<file path="src/rtl/hazard_stall_ctrl.sv">
// Hazard controller for the 5-stage core: load-use and MDU stalls, taken-branch IF/ID flush.
// Define HAZARD_PERF_CNT_EN to add the stall_cycles / flush_count performance counters.
module hazard_stall_ctrl #(
  parameter int unsigned MDU_LATENCY = 32,
  parameter int unsigned CNT_W       = 6
) (
  input  logic       clk,
  input  logic       reset,
  input  logic [4:0] id_rs,
  input  logic [4:0] id_rt,
  input  logic       id_uses_rt,
  input  logic       id_hilo_read,
  input  logic       id_mdu_op,
  input  logic       id_branch_taken,
  input  logic       ex_mem_read,
  input  logic [4:0] ex_rt,
  input  logic       ex_mdu_start,
  output logic       pc_write,
  output logic       if_id_stall,
  output logic       if_id_flush,
  output logic       id_ex_bubble,
  output logic       mdu_busy
`ifdef HAZARD_PERF_CNT_EN
  ,
  output logic [31:0] stall_cycles,
  output logic [31:0] flush_count
`endif
);

  localparam logic [CNT_W-1:0] CNT_RELOAD = CNT_W'(MDU_LATENCY - 1);

  logic [CNT_W-1:0] r_mdu_cnt;
  logic             w_busy;
  logic             w_lu;
  logic             w_mh;
  logic             w_stall;

  // A load only blocks its consumer for the single cycle before it moves on to MEM.
  assign w_busy  = (r_mdu_cnt != '0);
  assign w_lu    = ex_mem_read & (ex_rt != 5'd0) &
                   ((ex_rt == id_rs) | (id_uses_rt & (ex_rt == id_rt)));
  assign w_mh    = w_busy & (id_hilo_read | id_mdu_op);
  assign w_stall = w_lu | w_mh;

  // A new MDU start reloads the counter even while a previous op is still in flight.
  always_ff @(posedge clk) begin
    if (reset) begin
      r_mdu_cnt <= '0;
    end else if (ex_mdu_start) begin
      r_mdu_cnt <= CNT_RELOAD;
    end else if (w_busy) begin
      r_mdu_cnt <= r_mdu_cnt - CNT_W'(1);
    end
  end

  // Branch outcome is ignored during a stall since its operands may be stale.
  always_comb begin
    pc_write     = 1'b1;
    if_id_stall  = 1'b0;
    if_id_flush  = 1'b0;
    id_ex_bubble = 1'b0;
    mdu_busy     = 1'b0;
    if (!reset) begin
      mdu_busy = w_busy;
      if (w_stall) begin
        pc_write     = 1'b0;
        if_id_stall  = 1'b1;
        id_ex_bubble = 1'b1;
      end else if (id_branch_taken) begin
        if_id_flush = 1'b1;
      end
    end
  end

`ifdef HAZARD_PERF_CNT_EN
  logic [31:0] r_stall_cycles;
  logic [31:0] r_flush_count;

  always_ff @(posedge clk) begin
    if (reset) begin
      r_stall_cycles <= 32'd0;
      r_flush_count  <= 32'd0;
    end else begin
      if (if_id_stall) r_stall_cycles <= r_stall_cycles + 32'd1;
      if (if_id_flush) r_flush_count  <= r_flush_count + 32'd1;
    end
  end

  assign stall_cycles = r_stall_cycles;
  assign flush_count  = r_flush_count;
`endif

endmodule

</file>
<file path="config.mk">
export PLATFORM = sky130hd
export DESIGN_NAME = hazard_stall_ctrl
export DESIGN_NICKNAME = d
export VERILOG_FILES = /design/src/rtl/hazard_stall_ctrl.sv
export SDC_FILE = /design/constraint.sdc
export NUM_CORES = 1
export LEC_CHECK = 0
export BUFFER_PORTS_ARGS = -buffer_cell sky130_fd_sc_hd__buf_4
export CAP_MARGIN = 40
export CORE_MARGIN = 2
export CORE_UTILIZATION = 35
export CTS_CLUSTER_DIAMETER = 150
export DETAILED_ROUTE_END_ITERATION = 10
export PLACE_DENSITY_LB_ADDON = 0.08
export SYNTH_ARGS = -nofsm -noshare
export SYNTH_HDL_FRONTEND = slang
export SYNTH_SLANG_ARGS = --single-unit
</file>
<file path="constraint.sdc">
create_clock -name clk -period 1.7 [get_ports clk]
set_input_delay 0.17 -clock clk [delete_from_list [all_inputs] [get_ports clk]]
set_output_delay 0.17 -clock clk [all_outputs]
set_load 0.05 [all_outputs]
</file>
After elaboration in Yosys (flattened, before gate mapping)
Index checks and enable logic that the tools add are counted.
{ "classes": {"add_sub_neg": 1, "eq_ne": 2, "mux": 10, "bitwise": 7, "reduce_logical": 4} }
{ "ops": {"columns": ["cell", "n"], "rows": [
  ["$eq A5 B5 Y1", 2],
  ["$mux W5", 2],
  ["$mux W1", 8],
  ["$reduce_bool A6 Y1", 1],
  ["$sub A6 B1 Y6 const B", 1],
  ["$reduce_bool A5 Y1", 1],
  ["$and A1 B1 Y1", 4],
  ["$or A1 B1 Y1", 3],
  ["$reduce_bool A2 Y1", 1],
  ["$reduce_or A2 Y1", 1]
]} }
{ "totals": {"ff_bits": 6, "input_bits": 23, "word_cells": 26} }

Logic depth before layout (Yosys ltp)
Gate-level depths: netlist of the first run.
{ "logic_depth": {"ltp_word": 7, "ltp_mapped": 7, "ltp_nobuf": 6} }

Least setup slack after synthesis of the first run
Ideal clock, no wire load.
{ "synth_path": {"kind": "reg-to-output", "startpoint": "register r_mdu_cnt[4]", "endpoint": "output if_id_flush", "arrival_time_ns": 1.746, "required_time_ns": 1.530, "setup_slack_ns": -0.216, "stages_incl_launch_ff": 5, "path_cell_list": "dfxtp_1 -> or3_4 -> nor2_4 -> o21ai_0 -> a21oi_1"} }
{ "synth_via": {"elab_chain_cells": 5} }
{ "synth_lines": {"columns": ["item", "line_no", "text"], "rows": [
  ["from (decl)", "32", "logic [CNT_W-1:0] r_mdu_cnt;"],
  ["from (signal assigned)", "52", "r_mdu_cnt <= r_mdu_cnt - CNT_W'(1);"],
  ["$reduce_bool A6 Y1", "39", "assign w_busy = (r_mdu_cnt != '0);"],
  ["$and A1 B1 Y1", "42", "assign w_mh = w_busy & (id_hilo_read | id_mdu_op);"],
  ["$or A1 B1 Y1", "43", "assign w_stall = w_lu | w_mh;"],
  ["$mux W1", "65", "if (w_stall) begin"],
  ["$mux W1", "63", "if (!reset) begin"],
  ["to (decl)", "20", "output logic if_id_flush,"]
]} }
No other way between the ends.

Final worst setup path of the first run
{ "layout_path": {"startpoint": "register r_mdu_cnt[2]", "endpoint": "output id_ex_bubble"} }
{ "layout_via": {"elab_chain_cells": 5} }
{ "layout_lines": {"columns": ["item", "line_no", "text"], "rows": [
  ["$reduce_bool A6 Y1", "39", null],
  ["$and A1 B1 Y1", "42", null],
  ["$or A1 B1 Y1", "43", null],
  ["$mux W1", "65", null],
  ["$mux W1", "63", null],
  ["to (decl)", "21", "output logic id_ex_bubble,"]
]} }
No other way between the ends.

==> flow_metrics.py, run 1 <==
metrics = {
    "logic_synthesis": {
        "seq_area_frac_synth": 0.235,
        "netlist-cell-type-count": 28,
        "syn_avg_cell_area_um2": 8.23,
        "syn_inst": 62,
        "yosysWarnings": 0,
        "syn-num-nets": 87,
        "synth_seq_cells": 6,
        "syn-cell-area_um2": 510,
    },
    "drt": {
        "drcViolationCount": 0,
        "firstDrtPassIters": 2,
        "antenna_left": 0,
        "num_vias": 525,
        "drt_iter0_drc": 2,
        "via_per_inst": 4.82,
        "wire_per_inst_um": 11.3,
        "wl_um": 1240,
    },
    "clocking": {
        "cts_tree": "yes",
        "h-tree-depth": 1,
        "clock_path_buffers": 2,
        "cts_num_sinks": 6,
        "ctsHoldBuffers": 0,
        "cts_root_buf": "clkbuf_4",
        "cts_made_buffers": 3,
        "clock_latency_ps": 240,
        "clk_pin_slew_ps": 40,
    },
    "worst_setup_path": {
        "worstPathRequired_ps": 1530,
        "critPathBufInv": 1,
        "crit_chain": "or3_4, nor2_4, nor3_2, a21o_2, buf_8",
        "r2r_setup_slack_ps": 170,
        "cp.depth": 5,
        "reg2reg_from": "r_mdu_cnt[2]$_SDFFE_PP0P_",
        "worstSetupPathType": "flip-flop to primary output",
        "endpoint_kind": "primary output",
        "r2r_cells": 5,
        "cpPeakStageDelay_ps": 400,
        "path_delay_family": "simple AND/OR/NAND/NOR gates",
        "r2r_end": "r_mdu_cnt[1]$_SDFFE_PP0P_",
        "cp_slowest_cell": "or3_4",
        "startpoint_type": "flip-flop",
        "worst-path-max-fanout": 4,
        "cp.arrival_ps": 1540,
    },
    "timing": {
        "worst_pin_slew_ps": 322,
        "slew_violations": 0,
        "finalWorstPathRequiredPeriod_ps": 1710,
        "hold_viol_final": 0,
        "min_period_over_period": 1.00,
        "slew_headroom": 0.785,
        "setup_violations": 2,
        "clock.fmax_ghz": 0.586,
        "skew_ps": 0.992,
        "setup_ws_ps": -5.62,
        "setup_tns_ps": -10.1,
        "rsz0062_at_grt": "yes",
    },
    "global_route": {
        "grt_max_degree": 11,
        "antenna_found_initial": 0,
        "met1_usage": 0.152,
        "grt_util_met2": 0.258,
        "grt_pass1_vias": 506,
        "grt-ovfl-total": 0,
        "use_met3": 0.0474,
        "busiest_layer": "met2",
        "grtUsageTotal": 0.146,
        "grt_pass1_wl_um": 1980,
    },
    "hold_path": {
        "min_to": "r_mdu_cnt[5]$_SDFFE_PP0P_",
        "min_from": "ex_mdu_start",
        "hp-class": "input pin to flip-flop",
        "whs_path_depth": 2,
    },
    "pwr": {
        "total_power_mw": 0.557,
        "p_sw_mw": 0.186,
        "combPwrFrac": 0.467,
        "leakage_nw": 0.351,
        "p_seq_frac": 0.302,
        "pwr-share-clk": 0.231,
        "p_int_mw": 0.372,
        "power_density_nw_per_um2": 678,
        "sw_frac_of_total": 0.333,
        "ir_worst_vdd_uv": 296,
    },
    "layout": {
        "multi_input_area_um2": 390,
        "synthToLayoutAreaGrowth_pct": 61.0,
        "fin_area_um2": 822,
        "antenna_cells": 0,
        "top_regs": "r_mdu_cnt x6",
        "drive_above_1_share": 0.532,
        "largest_reg_flops": 6,
        "fill_cells": 130,
        "final_util": 0.616,
        "seqCellArea_um2": 124,
        "fin_nets": 121,
        "regMostFlops": "r_mdu_cnt",
    },
    "placed_design": {
        "place_area_um2": 722,
        "dp_hpwl_um": 1000,
        "port_buffers": 27,
        "place_congestion": 0.703,
    },
    "die": {
        "die_width_um": 42.2,
        "die_h_um": 42.2,
        "row_count": 13,
        "num_io_pins": 28,
        "dieArea_um2": 1780,
        "design.core.area_um2": 1330,
        "initial_core_util": 0.383,
    },
    "run_status": {
        "violations": "negative setup slack",
        "status": "finished with violations",
    },
    "job": {
        "maxCapViolCount": 0,
    },
}
repair_timing:
action / CTS / global route
endpoints found under the setup margin: 4 / 4
setup buffers: 4 / 0
pin swaps: 3 / 0
gates resized for setup: 12 / 2
hold endpoints to repair: 0 / 0
cell usage in the layout (no fill, tap or decap):
cell / n
mux2i_1: 1
xnor2_1: 12
nor3_2: 2
buf_4: 28
o21ai_0: 3
nand4_1: 1
a21oi_2: 1
buf_8: 2
a21o_2: 1
or3b_2: 1
a31oi_1: 1
o22ai_1: 1
or4_1: 1
nand3_1: 1
nor2b_1: 2
ha_4: 1
mux2_2: 1
inv_2: 2
or3_4: 1
nand2_1: 2
ha_1: 1
nor2_4: 1
nor3_1: 2
nor3b_1: 1
xor2_1: 1
inv_1: 2
nor2_1: 4
buf_6: 1
o21ai_2: 1
dfxtp_1: 3
or2b_1: 1
nand2b_4: 1
a21oi_1: 4
clkbuf_4: 3
dfxtp_2: 3
cells in the mapped netlist:
cell type   n  area share
a21o_1      1       0.015
a21oi_1     5       0.049
a31oi_1     1       0.012
buf_4       2       0.029
dfxtp_1     6        0.24
ha_1        2       0.049
inv_1       4       0.029
mux2_2      1       0.022
mux2i_1     1       0.020
nand2_1     2       0.015
nand2b_1    1       0.012
nand3_1     1      0.0098
nand4_1     1       0.012
nor2_1      4       0.029
nor2_4      1       0.022
nor2b_1     2       0.025
nor3_1      3       0.029
nor3_2      1       0.020
nor3b_1     1       0.015
o21ai_0     3       0.029
o21ai_2     1       0.017
o22ai_1     1       0.012
or2b_1      1       0.015
or3_4       1       0.022
or3b_2      1       0.017
or4_1       1       0.015
xnor2_1    12        0.21
xor2_1      1       0.017
kinds of logic (layout without fill, tap and decap cells):
group	after synthesis	after routing	share of synthesized area
AOI/OAI and AO/OA	12	12	0.135
xor gates and xnor gates	13	13	0.223
adders and majority gates	2	2	0.0490
buffers and inverters	6	38	0.0588
DFF	6	6	0.235
muxes	2	2	0.0417
and+or+nand+nor	21	21	0.257
final cells by class:
cell class / count / share of cell area
clock buffer: 3 / 0.0274
inverter: 4 / 0.0183
multi-input combinational: 50 / 0.475
sequential: 6 / 0.151
tap: 15 / 0.0228
timing repair buffer: 31 / 0.306
worst max-delay path by stage:
stage	to	slack [ps]	startpoint
detailed placement	id_ex_bubble	60	ex_rt[1]
global route	id_ex_bubble	-60	r_mdu_cnt[2]$_SDFFE_PP0P_
floorplan	pc_write	-190	r_mdu_cnt[4]$_SDFFE_PP0P_
global placement	if_id_stall	100	ex_rt[1]
finish	id_ex_bubble	-6	r_mdu_cnt[2]$_SDFFE_PP0P_
CTS	id_ex_bubble	-30	r_mdu_cnt[2]$_SDFFE_PP0P_
metal layers:
metal	wire, um	up-vias
li1	-	277
met1	488	226
met2	658	20
met3	74	2
met4	16	0
met5	0	-
power by group through the flow:
stage / Sequential [mW] / Clock, mW / Combinational [mW]
4_1_cts: 0.168 / 0.137 / 0.257
3_3_place_gp: 0.169 / 0 / 0.220
3_5_place_dp: 0.170 / 0 / 0.224
5_1_grt: 0.169 / 0.146 / 0.283
6_report: 0.168 / 0.129 / 0.260
2_1_floorplan: 0.167 / 0 / 0.152
worst reg2reg max path: cells and delay by family, from the launching register on:
kind                   cells  cell delay [ps]
AND/OR/NAND/NOR            2              540
AO/OA/AOI/OAI              1              130
multiplexers               1              330
buffers and inverters      1              150
flip-flops                 1              310
through the flow:
stage	setup WS [ps]	hold slack, ps	instances
floorplan	-191	249	62
global placement	96.5	345	102
detailed placement	63.6	348	102
CTS	-26.7	86.5	109
global route	-62.9	83.6	109
finish	-5.62	101	109
(Power assumes the default switching activity.)
==> run 2: changes to the inputs <==
ABC_AREA = 1   (was unset)
CORE_UTILIZATION = 44   (was 35)
==> flow_metrics.py, run 2 <==
metrics = {
    "layout": {
        "seqCellArea_um2": 120,
        "fin_area_um2": 871,
        "multi_input_area_um2": 397,
        "top_regs": "r_mdu_cnt x6",
        "antenna_cells": 0,
        "layout_common_cells": "nand2_1 (36), buf_4 (27), inv_1 (19)",
        "synthToLayoutAreaGrowth_pct": 52.0,
        "largest_reg_flops": 6,
        "fin_nets": 158,
        "drive_above_1_share": 0.328,
        "regMostFlops": "r_mdu_cnt",
        "fill_cells": 108,
        "final_common_cell": "nand2_1",
    },
    "pwr": {
        "pwr-share-clk": 0.244,
        "p_int_mw": 0.349,
        "p_sw_mw": 0.210,
        "total_power_mw": 0.560,
        "leakage_nw": 0.486,
        "combPwrFrac": 0.454,
        "power_density_nw_per_um2": 643,
        "sw_frac_of_total": 0.376,
        "ir_worst_vdd_uv": 359,
        "p_seq_frac": 0.302,
    },
    "timing": {
        "setup_tns_ps": 0,
        "slew_violations": 0,
        "worst_pin_slew_ps": 220,
        "hold_viol_final": 0,
        "skew_ps": 10.1,
        "slew_headroom": 0.852,
        "finalWorstPathRequiredPeriod_ps": 1610,
        "min_period_over_period": 0.950,
        "clock.fmax_ghz": 0.619,
        "setup_violations": 0,
        "whs_ps": 137,
    },
    "logic_synthesis": {
        "netlist-cell-type-count": 21,
        "syn-cell-area_um2": 573,
        "postSynth.asyncResetShare": 0,
        "synth_top_area_share": 0.242,
        "synthTopCellsByCount": "nand2_1 (37), inv_1 (20), nor2_1 (8)",
        "syn-num-nets": 125,
        "synth_ff_type": "dfxtp_1",
        "seq_area_frac_synth": 0.210,
        "syn_inst": 100,
        "yosysWarnings": 0,
        "syn_avg_cell_area_um2": 5.73,
        "yosys.area.top_type": "nand2_1",
        "yosys.cell_count.top_type": "nand2_1",
        "synth_seq_cells": 6,
        "synthTopCellsByArea": "nand2_1 (24%), dfxtp_1 (21%), inv_1 (13%)",
        "synth_edf_count": 0,
    },
    "drt": {
        "wire_per_inst_um": 10.0,
        "antenna_left": 0,
        "drcViolationCount": 0,
        "drt_iter0_drc": 5,
        "num_vias": 686,
        "firstDrtPassIters": 3,
        "wl_um": 1460,
        "via_per_inst": 4.70,
    },
    "die": {
        "die_h_um": 40.1,
        "num_io_pins": 28,
        "design.core.area_um2": 1250,
        "initial_core_util": 0.458,
        "row_count": 13,
        "die_width_um": 40.1,
        "dieArea_um2": 1610,
    },
    "global_route": {
        "grt_max_degree": 8,
        "grt-ovfl-total": 0,
        "grt_pass1_wl_um": 2130,
        "antenna_found_initial": 0,
        "grtUsageTotal": 0.201,
        "grt_pass1_vias": 572,
    },
    "job": {
        "maxCapViolCount": 0,
    },
    "worst_setup_path": {
        "cp.arrival_ps": 1440,
        "worstPathRequired_ps": 1530,
        "worst-path-max-fanout": 4,
        "worstSetupPathType": "flip-flop to primary output",
        "startpoint_type": "flip-flop",
        "endpoint_kind": "primary output",
    },
    "clocking": {
        "cts_root_buf": "clkbuf_4",
        "cts_made_buffers": 3,
        "clock_path_buffers": 2,
        "clk_pin_slew_ps": 50,
        "clock_latency_ps": 250,
        "ctsHoldBuffers": 0,
        "h-tree-depth": 1,
        "cts_num_sinks": 6,
        "cts_tree": "yes",
    },
    "placed_design": {
        "port_buffers": 27,
        "place_congestion": 0.719,
        "place_area_um2": 801,
        "dp_hpwl_um": 1080,
    },
    "hold_path": {
        "hp-class": "input pin to flip-flop",
    },
    "run_status": {
        "status": "finished, final reports clean",
    },
}
## run 2: final timing paths
path | from | slack, ps | endpoint | cells past startpoint
max | r_mdu_cnt[0]$_SDFFE_PP0P_ | 90 | id_ex_bubble | 6
min | ex_mdu_start | 140 | r_mdu_cnt[5]$_SDFFE_PP0P_ | 2
max reg2reg | r_mdu_cnt[1]$_SDFFE_PP0P_ | 390 | r_mdu_cnt[1]$_SDFFE_PP0P_ | 7
min reg2reg | r_mdu_cnt[0]$_SDFFE_PP0P_ | 490 | r_mdu_cnt[0]$_SDFFE_PP0P_ | 2
## run 2: timing repair
item                                    CTS  global route
setup buffers                             0             2
resized for setup                         2             4
hold endpoints to repair                  0             0
endpoints found under the setup margin    4             4
pin swaps                                 0             0
## run 2: power groups by stage
stage	clock (mW)	combinational, mW	sequential [mW]
2_1_floorplan	0	0.152	0.169
3_3_place_gp	0	0.226	0.171
3_5_place_dp	0	0.230	0.171
4_1_cts	0.138	0.235	0.169
5_1_grt	0.151	0.282	0.170
6_report	0.136	0.254	0.169
## run 2: layout make-up
cell class / count / area share
multi-input combinational: 72 / 0.455
timing repair buffer: 29 / 0.269
sequential: 6 / 0.138
inverter: 21 / 0.0905
clock buffer: 3 / 0.0259
tap: 15 / 0.0216
## run 2: kinds of logic (layout without fill, tap and decap cells)
logic type / after synthesis / count (layout) / share of synthesized area
xor gates and xnor gates: 3 / 3 / 0.0459
and+or+nand+nor: 57 / 57 / 0.450
AOI/OAI and AO/OA: 10 / 10 / 0.100
adders and majority gates: 2 / 2 / 0.0437
DFF: 6 / 6 / 0.210
buffers and inverters: 22 / 53 / 0.151
## run 2: worst max-delay path: stages, from the launching register on
cell,delay (ps)
dfxtp_1,360
inv_2,70
ha_2,190
nand3_4,120
o21ai_4,90
a21oi_4,150
buf_4,210
## run 2: metal layers
metal / GRT usage / wire length [um] / part of all wire / up-vias
met4: 0.103 / 29 / 0.020 / 0
met3: 0.0333 / 78 / 0.053 / 5
met5: 0 / 0 / 0 / -
met1: 0.213 / 596 / 0.41 / 291
li1: - / - / - / 370
met2: 0.375 / 756 / 0.52 / 20
## run 2: per-stage QoR
step | cells | setup WS [ps] | utilization
3_3_place_gp | 141 | 222 | 0.639
4_1_cts | 144 | 10.1 | 0.663
5_1_grt | 146 | -6.12 | 0.695
2_1_floorplan | 100 | 24.0 | -
6_report | 146 | 85.3 | 0.695
3_5_place_dp | 141 | 180 | 0.639
==> run 3: changes to the inputs <==
CELL_PAD_IN_SITES_DETAIL_PLACEMENT = 0   (was unset)
CELL_PAD_IN_SITES_GLOBAL_PLACEMENT = 2   (was unset)
CORE_ASPECT_RATIO = 1.2   (was unset)
CORE_UTILIZATION = 20   (was 44)
==> flow_metrics.py, run 3 (synthesis results as in run 2) <==
metrics = {
    "global_route": {
        "grtUsageTotal": 0.0991,
        "grt_max_degree": 8,
        "antenna_found_initial": 0,
        "grt-ovfl-total": 0,
        "grt_pass1_vias": 665,
        "grt_pass1_wl_um": 2500,
    },
    "worst_setup_path": {
        "worstPathRequired_ps": 1530,
        "crit_start": "r_mdu_cnt[0]$_SDFFE_PP0P_",
        "cp.arrival_ps": 1450,
        "cp_slowest_cell": "dfxtp_1",
        "worst-path-max-fanout": 6,
        "worstSetupPathType": "flip-flop to primary output",
        "cpPeakStageDelay_ps": 360,
        "endpoint_kind": "primary output",
        "crit_chain": "inv_2, ha_2, nand3_4, o21ai_4, a21oi_4, buf_4",
        "reg2reg_from": "r_mdu_cnt[1]$_SDFFE_PP0P_",
        "startpoint_type": "flip-flop",
    },
    "layout": {
        "drive_above_1_share": 0.318,
        "multi_input_area_um2": 397,
        "synthToLayoutAreaGrowth_pct": 52.0,
        "layout.cells.non_filler": 163,
        "top_regs": "r_mdu_cnt x6",
        "regMostFlops": "r_mdu_cnt",
        "seqCellArea_um2": 120,
        "layout_common_cells": "nand2_1 (36), buf_4 (25), inv_1 (19)",
        "antenna_cells": 0,
        "fin_nets": 156,
        "final_common_cell": "nand2_1",
        "fill_cells": 311,
        "largest_reg_flops": 6,
    },
    "pwr": {
        "combPwrFrac": 0.442,
        "ir_worst_vdd_uv": 344,
        "power_density_nw_per_um2": 625,
        "p_sw_mw": 0.204,
        "pwr-share-clk": 0.246,
        "leakage_nw": 0.473,
        "p_seq_frac": 0.312,
        "p_int_mw": 0.340,
        "sw_frac_of_total": 0.375,
    },
    "drt": {
        "wire_per_inst_um": 9.44,
        "antenna_left": 0,
        "drcViolationCount": 0,
        "via_per_inst": 3.99,
        "num_vias": 651,
        "drt_iter0_drc": 4,
        "wl_um": 1540,
        "firstDrtPassIters": 2,
    },
    "timing": {
        "setup_tns_ps": 0,
        "worst_pin_slew_ps": 220,
        "slew_headroom": 0.852,
        "min_period_over_period": 0.955,
        "finalWorstPathRequiredPeriod_ps": 1620,
        "setup_violations": 0,
        "clock.fmax_ghz": 0.616,
        "rsz0062_at_grt": "no",
        "hold_viol_final": 0,
        "slew_violations": 0,
        "skew_ps": 1.61,
    },
    "placed_design": {
        "dp_hpwl_um": 1340,
        "place_congestion": 0.694,
        "dp_cells": 160,
        "port_buffers": 27,
    },
    "clocking": {
        "cts_made_buffers": 3,
        "ctsHoldBuffers": 0,
        "clk_pin_slew_ps": 50,
        "cts_root_buf": "clkbuf_4",
        "clock_latency_ps": 240,
        "cts_num_sinks": 6,
        "clock_path_buffers": 2,
        "cts_tree": "yes",
        "post_cts_buffers": 0,
        "h-tree-depth": 1,
    },
    "die": {
        "dieArea_um2": 3310,
        "die_width_um": 52.9,
        "num_io_pins": 28,
        "initial_core_util": 0.208,
        "design.core.area_um2": 2760,
        "row_count": 21,
        "die_h_um": 62.6,
    },
    "job": {
        "maxCapViolCount": 0,
    },
    "run_status": {
        "status": "finished, final reports clean",
    },
    "hold_path": {
        "min_from": "ex_mdu_start",
        "hp-class": "input pin to flip-flop",
    },
}
[run 3: cell count changes in the layout (fill, tap and decap cells not counted), sizes merged]
cell  change
buf       -2
[run 3: final cells by class]
cell class                 instances  area share
inverter                          21      0.0905
clock buffer                       3      0.0259
timing repair buffer              27       0.241
tap                               34      0.0489
sequential                         6       0.138
multi-input combinational         72       0.455
[run 3: critical path, delay by kind of cell, from the launching register on]
| kind | cells | cell delay [ps] |
|---|---|---|
| flops | 1 | 360 |
| buf+inv | 2 | 280 |
| compound gates | 2 | 240 |
| fa+ha+maj | 1 | 200 |
| simple gates | 1 | 130 |
[run 3: path summary, 6_finish.rpt]
| kind | endpoint | depth (start not counted) | slack, ps |
|---|---|---|---|
| setup / recovery | id_ex_bubble | 6 | 80 |
| hold / removal | r_mdu_cnt[5]$_SDFFE_PP0P_ | 2 | 140 |
| setup reg to reg | r_mdu_cnt[0]$_SDFFE_PP0P_ | 6 | 520 |
| hold reg to reg | r_mdu_cnt[1]$_SDFFE_PP0P_ | 2 | 490 |
[run 3: metrics by stage]
step            util  setup WS [ps]  area (um2)  power [mW]  hold slack [ps]
2_1_floorplan      -           24.0         587       0.322              239
6_report       0.316           77.2         871       0.544              145
3_3_place_gp   0.299            216         825       0.407              399
4_1_cts        0.310           8.81         855       0.543              143
3_5_place_dp   0.299            167         825       0.406              398
5_1_grt        0.316           1.58         871       0.582              156
[run 3: what timing repair did]
| action | in CTS | in global routing |
|---|---|---|
| gates cloned | 0 | 0 |
| resized for setup | 2 | 5 |
| setup endpoints to repair | 4 | 4 |
[run 3: power by group through the flow]
| stage | sequential (mW) | clock, mW | combinational [mW] |
|---|---|---|---|
| 2_1_floorplan | 0.169 | 0 | 0.152 |
| 3_3_place_gp | 0.172 | 0 | 0.235 |
| 3_5_place_dp | 0.172 | 0 | 0.234 |
| 4_1_cts | 0.169 | 0.136 | 0.238 |
| 5_1_grt | 0.172 | 0.143 | 0.268 |
| 6_report | 0.170 | 0.134 | 0.241 |
[run 3: per-layer routing]
layer,GRT usage,part of all wire,wire [um]
met1,0.0950,0.37,577
met4,0.0481,0.014,21
met3,0.0120,0.058,89
met2,0.194,0.55,850
met5,0,0,0
